[config.mk]
export PLATFORM = sky130hd
export DESIGN_NAME = cmd_init_sequencer
export DESIGN_NICKNAME = d
export VERILOG_FILES = /design/src/rtl/cmd_init_sequencer.sv
export SDC_FILE = /design/constraint.sdc
export NUM_CORES = 1
export LEC_CHECK = 0
export BUFFER_PORTS_ARGS = -buffer_cell sky130_fd_sc_hd__buf_4
export CAP_MARGIN = 5
export CORE_UTILIZATION = 45
export DETAILED_ROUTE_END_ITERATION = 10
export GPL_TIMING_DRIVEN = 0
export PLACE_DENSITY = 0.67
export SLEW_MARGIN = 25
export SYNTH_ARGS = -nofsm -noshare
export SYNTH_HDL_FRONTEND = slang
export SYNTH_SLANG_ARGS = --single-unit
[constraint.sdc]
create_clock -name CLK_host -period 7.53 [get_ports CLK_host]
set_input_delay 1.1295 -clock CLK_host [delete_from_list [all_inputs] [get_ports CLK_host]]
set_output_delay 1.1295 -clock CLK_host [all_outputs]
set_load 0.01 [all_outputs]
[src/rtl/cmd_init_sequencer.sv]
// SD card identification/initialisation sequencer.
// Drives the CMD block through CMD0, CMD8, the CMD55/ACMD41 poll loop, then
// CMD2, CMD3 and CMD7. It captures the card type (CCS, v2) and the RCA, and
// reports either done or a coded error.
//
// Ports
//   CLK_host        clock
//   reset           synchronous, active-high
//   start           1-cycle pulse; accepted only in IDLE/DONE/ERROR
//   cmd_busy        CMD block has accepted the command
//   cmd_complete    CMD block response valid
//   timeout_error   CMD block saw no response
//   response_status CMD block response payload
//   new_cmd         1-cycle issue pulse to CMD block
//   cmd_index       command index, held from issue through evaluation
//   cmd_arg         command argument, held from issue through evaluation
//   seq_busy        sequence in progress
//   init_done       card reached transfer state
//   init_error      sequence aborted; error_code tells why
//   error_code      1 CMD8 echo, 2 ACMD41 limit, 3 no response,
//                   4 watchdog, 5 no ack, 6 zero RCA
//   rca             relative card address
//   card_ccs        high-capacity card
//   card_v2         CMD8 echoed correctly
module cmd_init_sequencer #(
  parameter int unsigned MAX_ACMD41  = 1000,
  parameter int unsigned RETRY_GAP   = 64,
  parameter int unsigned ACK_TIMEOUT = 16,
  parameter int unsigned WATCHDOG    = 4096,
  parameter logic [23:0] OCR_WINDOW  = 24'hFF8000
) (
  input  logic        CLK_host,
  input  logic        reset,
  input  logic        start,
  input  logic        cmd_busy,
  input  logic        cmd_complete,
  input  logic        timeout_error,
  input  logic [31:0] response_status,
  output logic        new_cmd,
  output logic [5:0]  cmd_index,
  output logic [31:0] cmd_arg,
  output logic        seq_busy,
  output logic        init_done,
  output logic        init_error,
  output logic [2:0]  error_code,
  output logic [15:0] rca,
  output logic        card_ccs,
  output logic        card_v2
);

  localparam int unsigned ATT_CLOG = $clog2(MAX_ACMD41 + 1);
  localparam int unsigned ATT_W    = (ATT_CLOG > 10) ? ATT_CLOG : 10;
  localparam int unsigned WD_W     = $clog2(WATCHDOG + 1);
  localparam int unsigned ACK_W    = $clog2(ACK_TIMEOUT + 1);
  localparam int unsigned GAP_W    = (RETRY_GAP > 0) ? $clog2(RETRY_GAP + 1) : 1;

  // Value a counter holds on the last allowed cycle of its wait.
  localparam int unsigned ATT_LAST = (MAX_ACMD41  > 0) ? MAX_ACMD41  - 1 : 0;
  localparam int unsigned WD_LAST  = (WATCHDOG    > 0) ? WATCHDOG    - 1 : 0;
  localparam int unsigned ACK_LAST = (ACK_TIMEOUT > 0) ? ACK_TIMEOUT - 1 : 0;
  localparam int unsigned GAP_LAST = (RETRY_GAP   > 0) ? RETRY_GAP   - 1 : 0;

  localparam logic [2:0] ERR_CMD8_ECHO = 3'd1;
  localparam logic [2:0] ERR_ACMD41    = 3'd2;
  localparam logic [2:0] ERR_NO_RESP   = 3'd3;
  localparam logic [2:0] ERR_WATCHDOG  = 3'd4;
  localparam logic [2:0] ERR_NO_ACK    = 3'd5;
  localparam logic [2:0] ERR_RCA_ZERO  = 3'd6;

  typedef enum logic [2:0] {
    ST_IDLE, ST_ISSUE, ST_WAIT_ACK, ST_WAIT_DONE, ST_EVAL, ST_GAP, ST_DONE, ST_ERROR
  } state_t;

  typedef enum logic [2:0] {
    STEP_CMD0, STEP_CMD8, STEP_CMD55, STEP_ACMD41, STEP_CMD2, STEP_CMD3, STEP_CMD7
  } step_t;

  state_t             state_q, state_d;
  step_t              step_q, step_d;
  logic [2:0]         err_d;
  logic [ATT_W-1:0]   att_q, att_d;
  logic [WD_W-1:0]    wd_q, wd_d;
  logic [ACK_W-1:0]   ack_q, ack_d;
  logic [GAP_W-1:0]   gap_q, gap_d;
  logic [31:0]        resp_q;
  logic               resp_to_q;
  logic               start_ok;

  logic               new_cmd_d, seq_busy_d, init_done_d, init_error_d;
  logic [5:0]         cmd_index_d;
  logic [31:0]        cmd_arg_d;
  logic [15:0]        rca_d;
  logic               ccs_d, v2_d;

  // Response bits [15:12] are not consulted by any step.
  logic unused_resp;
  assign unused_resp = ^resp_q[15:12];

  assign start_ok = start && (state_q == ST_IDLE || state_q == ST_DONE ||
                              state_q == ST_ERROR);

  // State register.
  always_ff @(posedge CLK_host) begin
    if (reset) state_q <= ST_IDLE;
    else       state_q <= state_d;
  end

  // Next state, next step and error code.
  always_comb begin
    state_d = state_q;
    step_d  = step_q;
    err_d   = error_code;
    case (state_q)
      ST_IDLE, ST_DONE, ST_ERROR: begin
        if (start) begin
          state_d = ST_ISSUE;
          step_d  = STEP_CMD0;
          err_d   = 3'd0;
        end
      end
      ST_ISSUE: state_d = ST_WAIT_ACK;
      ST_WAIT_ACK: begin
        if (cmd_busy) begin
          state_d = ST_WAIT_DONE;
        end else if (ack_q >= ACK_W'(ACK_LAST)) begin
          state_d = ST_ERROR;
          err_d   = ERR_NO_ACK;
        end
      end
      ST_WAIT_DONE: begin
        if (cmd_complete || timeout_error) begin
          state_d = ST_EVAL;
        end else if (wd_q >= WD_W'(WD_LAST)) begin
          state_d = ST_ERROR;
          err_d   = ERR_WATCHDOG;
        end
      end
      ST_EVAL: begin
        state_d = ST_ISSUE;
        case (step_q)
          STEP_CMD0: step_d = STEP_CMD8;
          STEP_CMD8: begin
            // A v1 card does not answer CMD8; only a wrong echo is fatal.
            if (!resp_to_q && resp_q[11:0] != 12'h1AA) begin
              state_d = ST_ERROR;
              err_d   = ERR_CMD8_ECHO;
            end else begin
              step_d = STEP_CMD55;
            end
          end
          STEP_CMD55: begin
            if (resp_to_q) begin
              state_d = ST_ERROR;
              err_d   = ERR_NO_RESP;
            end else begin
              step_d = STEP_ACMD41;
            end
          end
          STEP_ACMD41: begin
            if (resp_to_q) begin
              state_d = ST_ERROR;
              err_d   = ERR_NO_RESP;
            end else if (resp_q[31]) begin
              step_d = STEP_CMD2;
            end else if (att_q >= ATT_W'(ATT_LAST)) begin
              state_d = ST_ERROR;
              err_d   = ERR_ACMD41;
            end else begin
              state_d = ST_GAP;
              step_d  = STEP_CMD55;
            end
          end
          STEP_CMD2: begin
            if (resp_to_q) begin
              state_d = ST_ERROR;
              err_d   = ERR_NO_RESP;
            end else begin
              step_d = STEP_CMD3;
            end
          end
          STEP_CMD3: begin
            if (resp_to_q) begin
              state_d = ST_ERROR;
              err_d   = ERR_NO_RESP;
            end else if (resp_q[31:16] == 16'h0) begin
              state_d = ST_ERROR;
              err_d   = ERR_RCA_ZERO;
            end else begin
              step_d = STEP_CMD7;
            end
          end
          STEP_CMD7: begin
            if (resp_to_q) begin
              state_d = ST_ERROR;
              err_d   = ERR_NO_RESP;
            end else begin
              state_d = ST_DONE;
            end
          end
          default: state_d = ST_IDLE;
        endcase
      end
      ST_GAP: begin
        if (gap_q >= GAP_W'(GAP_LAST)) state_d = ST_ISSUE;
      end
      default: state_d = ST_IDLE;
    endcase
  end

  // Next values of the registered outputs, captured card data and counters.
  always_comb begin
    new_cmd_d    = (state_d == ST_ISSUE);
    seq_busy_d   = !(state_d == ST_IDLE || state_d == ST_DONE || state_d == ST_ERROR);
    init_done_d  = (state_d == ST_DONE);
    init_error_d = (state_d == ST_ERROR);
    cmd_index_d  = cmd_index;
    cmd_arg_d    = cmd_arg;
    rca_d        = rca;
    ccs_d        = card_ccs;
    v2_d         = card_v2;
    att_d        = att_q;

    if (start_ok) begin
      rca_d = 16'h0;
      ccs_d = 1'b0;
      v2_d  = 1'b0;
      att_d = '0;
    end

    if (state_q == ST_EVAL && !resp_to_q) begin
      case (step_q)
        STEP_CMD8: v2_d = (resp_q[11:0] == 12'h1AA);
        STEP_ACMD41: begin
          if (resp_q[31])                      ccs_d = resp_q[30];
          else if (att_q < ATT_W'(MAX_ACMD41)) att_d = att_q + ATT_W'(1);
        end
        STEP_CMD3: rca_d = resp_q[31:16];
        default: ;
      endcase
    end

    // Command fields load on entry to ISSUE; v2/rca may be updating this edge.
    if (state_d == ST_ISSUE) begin
      case (step_d)
        STEP_CMD0:   begin cmd_index_d = 6'd0;  cmd_arg_d = 32'h0; end
        STEP_CMD8:   begin cmd_index_d = 6'd8;  cmd_arg_d = 32'h0000_01AA; end
        STEP_CMD55:  begin cmd_index_d = 6'd55; cmd_arg_d = 32'h0; end
        STEP_ACMD41: begin cmd_index_d = 6'd41; cmd_arg_d = {1'b0, v2_d, 6'b0, OCR_WINDOW}; end
        STEP_CMD2:   begin cmd_index_d = 6'd2;  cmd_arg_d = 32'h0; end
        STEP_CMD3:   begin cmd_index_d = 6'd3;  cmd_arg_d = 32'h0; end
        STEP_CMD7:   begin cmd_index_d = 6'd7;  cmd_arg_d = {rca_d, 16'h0}; end
        default:     begin cmd_index_d = 6'd0;  cmd_arg_d = 32'h0; end
      endcase
    end

    // Per-state cycle counters: saturating, cleared outside their state.
    ack_d = '0;
    wd_d  = '0;
    gap_d = '0;
    if (state_q == ST_WAIT_ACK)
      ack_d = (ack_q < ACK_W'(ACK_TIMEOUT)) ? ack_q + ACK_W'(1) : ack_q;
    if (state_q == ST_WAIT_DONE)
      wd_d = (wd_q < WD_W'(WATCHDOG)) ? wd_q + WD_W'(1) : wd_q;
    if (state_q == ST_GAP)
      gap_d = (gap_q < GAP_W'(RETRY_GAP)) ? gap_q + GAP_W'(1) : gap_q;
  end

  // Datapath and output registers.
  always_ff @(posedge CLK_host) begin
    if (reset) begin
      step_q     <= STEP_CMD0;
      att_q      <= '0;
      wd_q       <= '0;
      ack_q      <= '0;
      gap_q      <= '0;
      resp_q     <= 32'h0;
      resp_to_q  <= 1'b0;
      new_cmd    <= 1'b0;
      cmd_index  <= 6'd0;
      cmd_arg    <= 32'h0;
      seq_busy   <= 1'b0;
      init_done  <= 1'b0;
      init_error <= 1'b0;
      error_code <= 3'd0;
      rca        <= 16'h0;
      card_ccs   <= 1'b0;
      card_v2    <= 1'b0;
    end else begin
      step_q     <= step_d;
      att_q      <= att_d;
      wd_q       <= wd_d;
      ack_q      <= ack_d;
      gap_q      <= gap_d;
      // Timeout wins when both strobes arrive together.
      if (state_q == ST_WAIT_DONE && (cmd_complete || timeout_error)) begin
        resp_q    <= response_status;
        resp_to_q <= timeout_error;
      end
      new_cmd    <= new_cmd_d;
      cmd_index  <= cmd_index_d;
      cmd_arg    <= cmd_arg_d;
      seq_busy   <= seq_busy_d;
      init_done  <= init_done_d;
      init_error <= init_error_d;
      error_code <= err_d;
      rca        <= rca_d;
      card_ccs   <= ccs_d;
      card_v2    <= v2_d;
    end
  end

endmodule

==> impl_metrics.csv, run 1 <==
group,metric,value,unit
detailed_routing,vias,5053,
clock_network,path_clk_slew,0.05,ns
critical_path,reg2regPathDepth,10,
logic_synthesis,yosysSeqAreaShare,44.39,%
pwr,p_clk_share,41.0,%
clock_network,cts_setup_buffers,0,
pwr,power_density,290.2,nW/um^2
logic_synthesis,synth_cells,663,
timing,final_max_slew_viol_count,0,
detailed_routing,drt_iter0_drc,318,
timing,rsz0062_at_grt,"no",
detailed_routing,drtPass1Iterations,7,
critical_path,rrSetupSlack,4.08,ns
logic_synthesis,synth_ff_type,"dfxtp_1",
detailed_routing,drc,8,
critical_path,cp.required,7.82,ns
critical_path,cp.arrival,3.73,ns
timing,min_period_over_period,45.76,%
clock_network,cts_tree,"done",
layout,fin_util,59.31,%
pwr,power_leakage,0.002625,uW
critical_path,worstSetupPathType,"reg -> reg",
timing,finalSetupViolations,0,
critical_path,r2r-start,"state_q[2]",
timing,whs,0.4511,ns
die,die_h,111.2,um
critical_path,crit_fanout,10,
timing,fin_tns_setup,0,ns
layout,diodes,0,
die,start_util,46.60,%
layout,drive_gt1_share,19.24,%
status,status,"finished with violations",
clock_network,clockBufferDepth,2,
min_path,hp-class,"reg -> reg",
timing,finalCriticalPeriod,3.446,ns
timing,hold_viol_final,0,
die,rows,39,
logic_synthesis,synth_enable_flop_cells,0,
clock_network,clock_sinks,119,
layout,fin_area,6830,um^2
layout,layout_common_cells,"nand2_1 (131), dfxtp_1 (119), buf_4 (100), a21oi_1 (64), nor2_1 (60)",
layout,final_nets,821,
global_route,grt_start_max_net_pins,17,
critical_path,crit_start,"state_q[2]",
die,coreArea,11520,um^2
critical_path,crit_path_end_kind,"flip-flop",
logic_synthesis,ys_types,65,
place,gp_congestion,0.8498,
critical_path,setup.worst_path.end,"cmd_arg[21]",
global_route,antenna_found_initial,0,
logic_synthesis,syn_area_per_cell,8.094,um^2
pwr,pwr-share-seq,35.0,%
die,die_w,111.2,um
clock_network,clkLatencyLatePin,0.42,ns
clock_network,postCtsHoldBufs,0,
timing,clock-skew-final,0.008416,ns
clock_network,cts-root-buf,"clkbuf_16",
status,failed_checks,"design-rule violations",
critical_path,cp-start-kind,"flip-flop",
logic_synthesis,yosys_warnings,0,
pwr,p_sw,598.7,uW
logic_synthesis,synth-async-reset-ratio,0,%
clock_network,cts-buffers-inserted,17,
global_route,grt_usage,24.78,%
critical_path,worst_r2r_endpoint,"cmd_arg[21]",
clock_network,htreeDepth,4,
layout,syn_to_final_growth,27.28,%
die,fp.dieArea,12370,um^2
detailed_routing,antenna_left,0,
place,hpwl,10.81,mm
logic_synthesis,post_synth_instance_area,5366,um^2
logic_synthesis,synth-seq-cells,119,
place,placed_cell_area,6225,um^2
global_route,grt_remaining_overflow,0,
detailed_routing,drt-total-wl,14.59,mm
timing,worst_pin_slew,0.8650,ns
die,pin_count,101,
timing,slew_headroom,41.42,%
clock_network,cts_resized,0,
place,io_buffers,86,
detailed_routing,via_per_inst,5.416,
job,maxCapViolCount,0,
pwr,switching_share,30.21,%
timing,max_freq,290.2,MHz
pwr,p_int,1383,uW
global_route,grt_pass1_vias,4951,
global_route,grt_pass1_wl,23.92,mm
detailed_routing,wl_per_cell,15.64,um
pwr,ir_drop,0.1523,mV
layout,final_common_cell,"nand2_1",
pwr,p_comb_share,24.0,%
cells by family after synthesis:
kind of cell	synth area share [%]
flip-flops	44.39
buffers and inverters	5.759
adder cells (fa/ha/maj)	1.399
AND/OR/NAND/NOR	26.30
XOR/XNOR	3.264
AO/OA/AOI/OAI	17.09
multiplexers	1.725
other	0.06988
synthesized netlist by cell type, drive strengths merged (7+ instances only):
| master | number | area share [%] |
|---|---|---|
| a21oi | 64 | 6.0 |
| a31oi | 9 | 1.3 |
| a32o | 9 | 1.7 |
| and2 | 13 | 1.5 |
| buf | 24 | 3.1 |
| clkbuf | 25 | 1.7 |
| dfxtp | 119 | 44 |
| inv | 13 | 0.91 |
| mux2i | 7 | 1.3 |
| nand2 | 131 | 9.2 |
| nand3 | 23 | 2.2 |
| nor2 | 60 | 4.2 |
| nor2b | 9 | 1.0 |
| nor3 | 12 | 1.1 |
| nor4 | 9 | 1.2 |
| o21ai | 32 | 3.0 |
| xor2 | 14 | 2.3 |
cell type report:
| class | count | area (um^2) |
|---|---|---|
| Clock inverter | 7 | 90.09 |
| Clock buffer | 25 | 515.5 |
| Timing Repair Buffer | 86 | 645.6 |
| Sequential cell | 119 | 2382 |
| Buffer | 49 | 260.3 |
| Fill cell | 1066 | 4686 |
| Multi-Input combinational cell | 491 | 2709 |
| Tap cell | 143 | 178.9 |
| Inverter | 13 | 48.80 |
flip-flops by register name (all words and copies together), names as in the netlist:
| register | count |
|---|---|
| resp_q | 28 |
| cmd_arg | 18 |
| rca | 16 |
| wd_q | 13 |
| att_q | 10 |
| gap_q | 7 |
| cmd_index | 6 |
| ack_q | 5 |
| error_code | 3 |
| state_q | 3 |
| step_q | 3 |
| card_ccs | 1 |
| card_v2 | 1 |
| init_done | 1 |
| init_error | 1 |
| new_cmd | 1 |
| resp_to_q | 1 |
| seq_busy | 1 |
power by group through the flow:
| stage | combinational, uW | sequential (uW) | clock [uW] |
|---|---|---|---|
| floorplan | 317 | 710 | 0 |
| global placement | 464 | 706 | 0 |
| detailed placement | 472 | 707 | 0 |
| CTS | 475 | 695 | 824 |
| global route | 526 | 698 | 853 |
| finish | 475 | 694 | 813 |
metal layers:
metal | vias up | global-route usage (%) | wire [um]
met5 | - | 0 | 0
met4 | 0 | 10.45 | 155
met3 | 14 | 6.889 | 826
met2 | 137 | 40.71 | 7083
met1 | 2387 | 30.43 | 6524
li1 | 2515 | - | -
critical path: stages, from the launching register on:
cell	delay, ns
dfxtp_1	0.39
buf_2	0.22
inv_1	0.16
ha_1	0.41
a31oi_4	0.21
o311ai_1	0.21
o31a_1	0.32
nor4_1	0.48
clkbuf_1	0.39
o31a_1	0.40
a21oi_1	0.12
worst min path at each step:
stage / start / cells past startpoint / to
6_report: resp_q[10] / 2 / resp_q[10]
5_1_grt: resp_q[7] / 2 / resp_q[7]
4_1_cts: resp_q[10] / 2 / resp_q[10]
3_5_place_dp: resp_q[7] / 2 / resp_q[7]
3_3_place_gp: resp_q[9] / 2 / resp_q[9]
2_1_floorplan: resp_q[3] / 2 / resp_q[3]
metrics by stage:
| step | power [uW] | worst slack, ns | std cells |
|---|---|---|---|
| finish | 1982 | 4.084 | 933 |
| global route | 2077 | 3.826 | 933 |
| CTS | 1993 | 4.071 | 933 |
| detailed placement | 1179 | 3.804 | 901 |
| global placement | 1170 | 3.837 | 901 |
| floorplan | 1028 | 4.492 | 672 |
(Power assumes the default switching activity.)
==> run 2: changes to the inputs <==
Settings changed: ABC_AREA set to 1, PLACE_DENSITY 0.67 to 0.69.
Clock period 7.53 ns to 2.8 ns, I/O delays scaled along.
==> run 2 against run 1 <==
- the flow now finishes without violations
- first-iteration DRC count down 21%
- sequential share of layout area down 1.6 points
- cell area up 4.9%
==> impl_metrics.csv, run 2 <==
group,metric,value,unit
status,status,"finished clean",
detailed_routing,vias,5396,
logic_synthesis,yosys.area.top_type,"dfxtp_1",
critical_path,crit_path_end_kind,"flip-flop",
pwr,power_leakage,0.003169,uW
place,hpwl,10.15,mm
timing,hold_viol_final,0,
layout,diodes,0,
logic_synthesis,post_synth_instance_area,5684,um^2
die,pin_count,101,
logic_synthesis,synth_common_cells,"nand2_1 (148), nor2_1 (140), dfxtp_1 (119)",
pwr,ir_drop,0.4659,mV
detailed_routing,antenna_left,0,
layout,syn_to_final_growth,26.08,%
timing,finalSetupViolations,0,
timing,min_period_over_period,88.12,%
timing,slew_headroom,55.53,%
die,die_w,114.4,um
logic_synthesis,synth_top_area_share,41.91,%
critical_path,worstSetupPathType,"reg -> reg",
detailed_routing,met1_length,6.307,mm
logic_synthesis,synth_enable_flop_cells,0,
clock_network,cts-root-buf,"clkbuf_16",
place,io_buffers,85,
detailed_routing,wl_met3,866,um
timing,worst_pin_slew,0.6671,ns
logic_synthesis,synth_most_common_cell,"nand2_1",
min_path,hp-class,"in -> reg",
clock_network,cts-buffers-inserted,17,
die,start_util,46.74,%
layout,regMostFlops,"resp_q",
detailed_routing,route.met2.wl,6.416,mm
critical_path,cp.required,3.11,ns
critical_path,rrSetupSlack,0.33,ns
detailed_routing,drc,0,
detailed_routing,via_per_inst,4.848,
place,placed_cell_area,6566,um^2
layout,final_common_cell,"nand2_1",
layout,layout_common_cells,"nand2_1 (148), nor2_1 (140), dfxtp_1 (119), inv_1 (105), buf_4 (100)",
timing,rsz0062_at_grt,"no",
place,gp_congestion,0.8748,
logic_synthesis,synth_cells,819,
detailed_routing,drt-total-wl,13.86,mm
global_route,grt_pass1_vias,4896,
global_route,grt_remaining_overflow,0,
detailed_routing,drt_iter0_drc,252,
timing,max_freq,405.3,MHz
global_route,grt_pass1_wl,22.92,mm
clock_network,htreeDepth,4,
clock_network,cts_resized,0,
critical_path,cp.arrival,2.78,ns
detailed_routing,wl_per_cell,12.46,um
pwr,total_power,5798,uW
timing,fin_tns_setup,0,ns
global_route,grt_usage,22.78,%
logic_synthesis,ys_types,42,
critical_path,crit_fanout,10,
logic_synthesis,synth_ff_type,"dfxtp_1",
timing,final_max_slew_viol_count,0,
clock_network,clkLatencyLatePin,0.42,ns
die,die_h,114.4,um
layout,drive_gt1_share,19.79,%
detailed_routing,drtPass1Iterations,5,
die,coreArea,12160,um^2
layout,reg_top3,"resp_q (28), cmd_arg (18), rca (16)",
global_route,antenna_found_initial,0,
logic_synthesis,yosysSeqAreaShare,41.91,%
critical_path,cp-start-kind,"flip-flop",
layout,final_nets,976,
clock_network,cts_setup_buffers,0,
place,place_inst,1081,
logic_synthesis,synth.area.top_cells,"dfxtp_1 (42%), nand2_1 (9.8%), nor2_1 (9.2%)",
clock_network,clock_sinks,119,
layout,finish.cell_count_without_fillers,1113,
timing,clock-skew-final,0.006913,ns
clock_network,path_clk_slew,0.05,ns
logic_synthesis,syn_area_per_cell,6.940,um^2
die,fp.dieArea,13090,um^2
global_route,grt_start_max_net_pins,17,
layout,largest_reg_flops,28,
clock_network,cts_tree,"done",
timing,finalCriticalPeriod,2.467,ns
die,rows,40,
pwr,power_density,809.0,nW/um^2
logic_synthesis,yosys_warnings,0,
clock_network,postCtsHoldBufs,0,
layout,fin_area,7167,um^2
clock_network,clockBufferDepth,2,
job,maxCapViolCount,0,
logic_synthesis,synth-async-reset-ratio,0,%
logic_synthesis,synth-seq-cells,119,
detailed_routing,top_layer,"met4",
==> run 2: stage by stage <==
step | util (%) | hold slack [ns] | setup slack (ns)
detailed placement | 53.99 | 0.4468 | 0.3950
floorplan | - | 0.4292 | 0.6962
CTS | 58.93 | 0.2432 | 0.3591
global placement | 53.99 | 0.4444 | 0.4025
global route | 58.93 | 0.2689 | 0.1429
finish | 58.93 | 0.2568 | 0.3327
==> run 2: layout make-up <==
cell class | count | area, um^2
fillers | 1156 | 4995
multi-input cells | 552 | 2669
flip-flops and latches | 119 | 2382
repair buffers | 85 | 638.1
clock buffers | 21 | 450.4
inverters | 118 | 442.9
plain buffers | 39 | 224.0
well taps | 168 | 210.2
clock inverters | 11 | 150.1
==> run 2: worst paths after layout <==
| check | startpoint | cells after the start | end |
|---|---|---|---|
| max reg2reg | ack_q[0] | 16 | cmd_arg[22] |
| min | response_status[5] | 3 | resp_q[5] |
| max | ack_q[0] | 16 | cmd_arg[22] |
| min reg2reg | resp_q[10] | 2 | resp_q[10] |
==> run 2: logic make-up (layout without fill, tap and decap cells) <==
| logic type | after synthesis | after routing | share of synthesized area [%] |
|---|---|---|---|
| AOI/OAI and AO/OA | 145 | 145 | 14.62 |
| xor gates and xnor gates | 4 | 4 | 0.6163 |
| adders and majority gates | 6 | 6 | 1.321 |
| buffers and inverters | 157 | 274 | 11.73 |
| DFF | 119 | 119 | 41.91 |
| other | 1 | 10 | 0.06597 |
| and+or+nand+nor | 387 | 387 | 29.74 |
==> run 2: power breakdown <==
part | internal [uW] | switching [uW] | leakage [uW]
clock | 1420 | 779 | 0.000287
sequential | 1850 | 94.5 | 0.000963
combinational | 610 | 1040 | 0.00192
==> run 2: layer usage <==
metal  GRT usage, %  vias up
met5              0        -
met4          9.177        0
met3          7.358       24
met2          37.25      140
met1          27.70     2414
li1               -     2818
==> run 2: critical path, cell delays in order (launching register included) <==
cell and delay (ns):
dfxtp_1 0.34, ha_1 0.22, nand2_1 0.07, nor2_1 0.04
ha_1 0.17, nor2_1 0.07, o21ai_0 0.15, nand3b_1 0.13
nand3_1 0.08, a21oi_1 0.20, nand2_2 0.12, a21oi_4 0.22
nand2_1 0.12, buf_6 0.16, buf_6 0.14, nor2_1 0.10
nor2_1 0.05
